==> src/rtl/if_fetch_stage.sv <==
// Instruction fetch stage: PC, credit-limited in-order word fetch, fetch FIFO and redirect flush.
// Optional performance counters are enabled by defining FETCH_PERF_CNT_EN.
module if_fetch_stage #(
  parameter logic [31:0] RESET_PC = 32'h0000_0000,
  parameter int          DEPTH    = 2
) (
  input  logic        clk,
  input  logic        rst_n,
  output logic        imem_req_valid,
  input  logic        imem_req_ready,
  output logic [0:31] imem_req_addr,
  input  logic        imem_rsp_valid,
  input  logic [0:31] imem_rsp_data,
  input  logic        redirect_valid,
  input  logic [0:31] redirect_pc,
  output logic        out_valid,
  input  logic        out_ready,
  output logic [0:63] out_bundle
`ifdef FETCH_PERF_CNT_EN
  ,
  output logic [0:31] perf_fetched,
  output logic [0:31] perf_dropped
`endif
);

  localparam int AW = (DEPTH > 1) ? $clog2(DEPTH) : 1;
  localparam int CW = AW + 1;
  localparam logic [CW-1:0] DEPTH_C = CW'(DEPTH);
  localparam logic [CW:0]   DEPTH_X = (CW+1)'(DEPTH);
  localparam logic [CW+1:0] DEPTH_W = (CW+2)'(DEPTH);
  localparam logic [AW-1:0] PTR_ONE = AW'(1'b1);

  logic [0:31]   r_pc;
  logic [CW-1:0] r_count;
  logic [CW-1:0] r_outstanding;
  logic [CW-1:0] r_drop;
  logic          r_out_valid;
  logic [0:63]   r_fifo [DEPTH];
  logic [0:31]   r_aq   [DEPTH];
  logic [AW-1:0] r_wr_ptr;
  logic [AW-1:0] r_rd_ptr;
  logic [AW-1:0] r_aq_wr;
  logic [AW-1:0] r_aq_rd;

  logic [CW+1:0] w_credit_sum;
  logic          w_req_valid;
  logic          w_issue;
  logic          w_push;
  logic          w_pop;
  logic          w_rsp_drop;
  logic [CW:0]   w_inflight;
  logic [CW:0]   w_drop_acc;
  logic [CW-1:0] w_count_nxt;
  logic [CW-1:0] w_outstanding_nxt;
  logic [CW-1:0] w_drop_nxt;

  // Every buffered word, live request and stale request holds one credit.
  assign w_credit_sum = (CW+2)'(r_count) + (CW+2)'(r_outstanding) + (CW+2)'(r_drop);
  assign w_req_valid  = rst_n & ~redirect_valid & (w_credit_sum < DEPTH_W);
  assign w_issue      = w_req_valid & imem_req_ready;
  assign w_rsp_drop   = imem_rsp_valid & (r_drop != {CW{1'b0}});
  assign w_push       = imem_rsp_valid & (r_drop == {CW{1'b0}}) & ~redirect_valid;
  assign w_pop        = r_out_valid & out_ready & ~redirect_valid;
  assign w_inflight   = (CW+1)'(r_drop) + (CW+1)'(r_outstanding);
  assign w_drop_acc   = w_inflight - (CW+1)'(imem_rsp_valid);

  // Next-state for the occupancy counters; a redirect turns all in-flight work into drops.
  always_comb begin
    w_count_nxt       = r_count;
    w_outstanding_nxt = r_outstanding;
    w_drop_nxt        = r_drop;
    if (redirect_valid) begin
      w_count_nxt       = {CW{1'b0}};
      w_outstanding_nxt = {CW{1'b0}};
      if (w_inflight == {(CW+1){1'b0}}) begin
        w_drop_nxt = {CW{1'b0}};
      end else if (w_drop_acc > DEPTH_X) begin
        w_drop_nxt = DEPTH_C;
      end else begin
        w_drop_nxt = CW'(w_drop_acc);
      end
    end else begin
      w_count_nxt       = r_count + CW'(w_push) - CW'(w_pop);
      w_outstanding_nxt = r_outstanding + CW'(w_issue) - CW'(w_push);
      w_drop_nxt        = r_drop - CW'(w_rsp_drop);
    end
  end

  // PC, address queue, fetch FIFO and counter registers.
  always_ff @(posedge clk) begin
    if (!rst_n) begin
      r_pc          <= RESET_PC;
      r_count       <= {CW{1'b0}};
      r_outstanding <= {CW{1'b0}};
      r_drop        <= {CW{1'b0}};
      r_out_valid   <= 1'b0;
      r_wr_ptr      <= {AW{1'b0}};
      r_rd_ptr      <= {AW{1'b0}};
      r_aq_wr       <= {AW{1'b0}};
      r_aq_rd       <= {AW{1'b0}};
      for (int i = 0; i < DEPTH; i++) begin
        r_fifo[i] <= 64'h0;
        r_aq[i]   <= 32'h0;
      end
    end else begin
      r_count       <= w_count_nxt;
      r_outstanding <= w_outstanding_nxt;
      r_drop        <= w_drop_nxt;
      r_out_valid   <= (w_count_nxt != {CW{1'b0}});
      if (redirect_valid) begin
        r_pc     <= redirect_pc & 32'hFFFF_FFFC;
        r_wr_ptr <= {AW{1'b0}};
        r_rd_ptr <= {AW{1'b0}};
        r_aq_wr  <= {AW{1'b0}};
        r_aq_rd  <= {AW{1'b0}};
      end else begin
        if (w_issue) begin
          r_pc          <= r_pc + 32'd4;
          r_aq[r_aq_wr] <= r_pc;
          r_aq_wr       <= r_aq_wr + PTR_ONE;
        end
        // Response pairs with the oldest live request address.
        if (w_push) begin
          r_fifo[r_wr_ptr] <= {r_aq[r_aq_rd] + 32'd4, imem_rsp_data};
          r_wr_ptr         <= r_wr_ptr + PTR_ONE;
          r_aq_rd          <= r_aq_rd + PTR_ONE;
        end
        if (w_pop) begin
          r_rd_ptr <= r_rd_ptr + PTR_ONE;
        end
      end
    end
  end

  assign imem_req_valid = w_req_valid;
  assign imem_req_addr  = r_pc;
  assign out_valid      = rst_n & r_out_valid;
  assign out_bundle     = rst_n ? r_fifo[r_rd_ptr] : 64'h0;

`ifdef FETCH_PERF_CNT_EN
  logic [0:31] r_perf_fetched;
  logic [0:31] r_perf_dropped;
  logic        w_rsp_discard;

  assign w_rsp_discard = imem_rsp_valid & (redirect_valid | (r_drop != {CW{1'b0}}));

  // Accepted pops, plus every discarded response and flushed FIFO entry.
  always_ff @(posedge clk) begin
    if (!rst_n) begin
      r_perf_fetched <= 32'h0;
      r_perf_dropped <= 32'h0;
    end else begin
      r_perf_fetched <= r_perf_fetched + 32'(w_pop);
      r_perf_dropped <= r_perf_dropped + 32'(w_rsp_discard)
                        + (redirect_valid ? 32'(r_count) : 32'h0);
    end
  end

  assign perf_fetched = r_perf_fetched;
  assign perf_dropped = r_perf_dropped;
`endif

  credit_bound_a: assert property (@(posedge clk) disable iff (!rst_n) w_credit_sum <= DEPTH_W);

endmodule

==> config.mk <==
export PLATFORM = sky130hd
export DESIGN_NAME = if_fetch_stage
export DESIGN_NICKNAME = d
export VERILOG_FILES = /design/src/rtl/if_fetch_stage.sv
export SDC_FILE = /design/constraint.sdc
export NUM_CORES = 1
export LEC_CHECK = 0
export CORE_MARGIN = 2
export CORE_UTILIZATION = 58
export CTS_CLUSTER_DIAMETER = 50
export DETAILED_ROUTE_END_ITERATION = 12
export DONT_BUFFER_PORTS = 1
export GPL_TIMING_DRIVEN = 0
export PLACE_DENSITY = 0.88
export RECOVER_POWER = 25
export SYNTH_ARGS = -nofsm -noshare
export SYNTH_HDL_FRONTEND = slang
export SYNTH_SLANG_ARGS = --single-unit
==> constraint.sdc <==
create_clock -name clk -period 7.2 [get_ports clk]
set_clock_uncertainty 0.1 [all_clocks]
set_input_delay 2.16 -clock clk [delete_from_list [all_inputs] [get_ports clk]]
set_output_delay 2.16 -clock clk [all_outputs]
set_load 0.005 [all_outputs]
==> summary.md <==
| Metric | Value |
|---|---|
| Vias in the first global route | between 7000 and 8000 |
| Status | finished, violations left |
| Primary FF master, synth | edfxtp_1 |
| Yosys reg bits | about 230 |
| Clk pin slew, worst setup/hold paths | 0.06 ns |
| Crit start category | input pin |
| Starting Density | 0.5895 |
| Routed len/inst | a little under 20 um |
| PnR worst setup slack | approximately 0.85 ns |
| Layout Nets | 1163 |
| CP endpoint kind | output port |
| Via count | ~8200 |
| Initial DRC Count | slightly below 600 |
| Max Freq | approximately 160 MHz |
| Clock tree buffer depth | 3 |
| Worst-path maximum fanout | 10 |
| Mapped Area | roughly 0.011 sq mm |
| Overall die width | ~140 um |
| Post-synth EDFFs | roughly 180 |
| Gpl congestion | 0.9689 |
| Setup Viol. Count Final | 0 |
| Synth-to-layout area growth | 10.22% |
| Netlist cell types | 68 |
| Minimum hold slack | between 0.4 and 0.5 ns |
| Grt ovf | 0 |
| Final hold viol count | 0 |
| Pin count of the biggest net entering global routing | 63 |
| Final setup TNS | 0 ns |
| Fill cells | roughly 1500 |
| Post-CTS Hold Fix Bufs | 0 |
| Antenna Cells | 0 |
| Antenna violations before repair | 0 |
| Worst Tran Pin Value | 1.494 ns |
| Crit path kind | in -> out |
| H-tree depth | 1 |
| Maximum vdd drop | between 0.2 and 0.25 mV |
| Placeable Area | roughly 0.02 sq mm |
| First-pass GRT wire length | just over 40000 um |
| DP HPWL | 18950 um |
| CP required | between 4 and 5 ns |
| CTS tree | yes |
| Avg Cell Area, Syn | between 10 and 15 sq um |
| Cells along the critical path | clkbuf_1 -> inv_1 -> clkbuf_1 -> buf_1 -> nor2_1 |
| Commonest non-fill, non-tap cells in the layout | edfxtp_1 (184), nor2_1 (137), mux2i_1 (86), and2_1 (86), nand2_1 (61) |
| Clk sinks | ~230 |
| Total GRT Usage | 0.2518 |
| Cell count after synthesis | ~1000 |
| Clock Latency Late Sink | ~0.52 ns |
| Max Cap Violations | 1 |
| Die area | between 0.02 and 0.025 sq mm |
| RSZ-0062 raised after global routing | no |
| Post-CTS Repair Setup Buffers | 0 |
| PortBufs | 0 |
| Cell row count | 51 |
| Worst hold-check path type | reg -> reg |
| Total CTS buffers | 25 |
| CP max-delay cell | clkbuf_1 |
| Most common cell after layout, fill and taps aside | edfxtp_1 |
| Die height | between 100 and 150 um |
| Fin. max-slew vios | 0 |
| 1st-pass router iterations | 8 |
| Final worst path period share | 0.8819 |
| Final ANT Viol Nets | 0 |
| Critical path arrival | 4.09 ns |
| Synth warnings | 0 |
| Max stage delay on crit path | roughly 0.57 ns |
| DRT Wirelength | 26960 um |
| Max-slew headroom | 0.004243 |
| Ys async rst share | 0 |
| Failing checks | max-capacitance violations |
| Fraction of layout cells with a size suffix above 1 | 0.07013 |
| Most common cell on crit path | clkbuf_1 |
| Utilization after layout | 0.6497 |
| Sequential share of the synthesized area | 0.5567 |
| DR vias/cell | roughly 6 |
| Leakage | 4.536 nW |
| Setup WS pre-CTS | between 1 and 1.5 ns |
| Post_cts resized | 0 |
| Fin crit period | roughly 6.3 ns |
| Power Density | roughly 240 mW/mm^2 |
| DRC Markers | 0 |
| Root Buffer | clkbuf_16 |
| Ports | between 150 and 200 |
==> power by group <==
| group | internal (mW) | switching [mW] |
|---|---|---|
| Clock | 0.686 | 0.522 |
| Combinational | 0.0925 | 0.178 |
| Sequential | 1.50 | 0.0535 |
==> flip-flops by register name, summed over array words and instances (netlist names), 2 cells and up, named ones only <==
register / count
r_drop: 2
r_aq: 60
r_count: 2
r_outstanding: 2
r_fifo: 124
imem_req_addr: 30
==> metal layers <==
metal	global-route usage	vias to the layer above	wire (um)
met1	0.3328	3870	11140
met4	0.1124	0	1070
met2	0.4008	397	12360
met3	0.05596	77	2392
li1	-	3870	-
met5	0	-	0
==> worst max-delay path, delay by kind of cell <==
kind,cells,cell delay [ns]
buf+inv,4,1.73
simple gates,1,0.19
==> per-stage QoR <==
| stage | instance area (sq um) | instances | total power, mW |
|---|---|---|---|
| 2_1_floorplan | 11480 | 1048 | 1.762 |
| 3_3_place_gp | 11820 | 1313 | 1.837 |
| 3_5_place_dp | 11890 | 1316 | 1.849 |
| 4_1_cts | 12670 | 1362 | 3.040 |
| 5_1_grt | 12640 | 1363 | 3.122 |
| 6_report | 12640 | 1363 | 3.033 |
==> final timing paths <==
kind | startpoint | endpoint | slack (ns) | cells after the start
min | r_rd_ptr | register | 0.43 | 2
max reg2reg | r_drop[1] | r_aq[1][20] | 2.69 | 11
max | rst_n | out_bundle[6] | 0.85 | 5
min reg2reg | r_rd_ptr | register | 0.43 | 2
==> layout make-up <==
class | instances | area, sq um | area share
repair buffers | 4 | 42.54 | 0.003364
well taps | 265 | 331.6 | 0.02622
plain buffers | 68 | 294.0 | 0.02325
clock buffers | 30 | 644.4 | 0.05096
flip-flops and latches | 227 | 6386 | 0.5050
inverters | 21 | 78.83 | 0.006234
multi-input cells | 732 | 4730 | 0.3740
clock inverters | 16 | 137.6 | 0.01088
==> logic make-up after synthesis <==
family | after synthesis | share of synthesized area
other cells | 1 | 0.0003269
simple gates | 472 | 0.2169
compound gates | 111 | 0.06358
buf+inv | 89 | 0.03305
mux | 102 | 0.09074
xor+xnor | 29 | 0.02214
flops | 227 | 0.5567
fa+ha+maj | 14 | 0.01658
==> synth_stat cells (all sizes together), types with 16 or more instances <==
cell type	n	area [sq um]
edfxtp	184	5525
dfxtp	43	860.8
and3	40	250.2
nand2	62	232.7
mux2	16	180.2
nand3	29	162.7
a21oi	34	170.2
inv	21	78.82
xnor2	17	148.9
nor3	25	125.1
nand4	28	181.4
clkbuf	41	153.9
o21ai	18	90.08
and2	100	625.6
nor2	137	514.2
mux2i	86	860.8
buf	27	146.4
No activity file was read; power rests on OpenSTA's default activity.
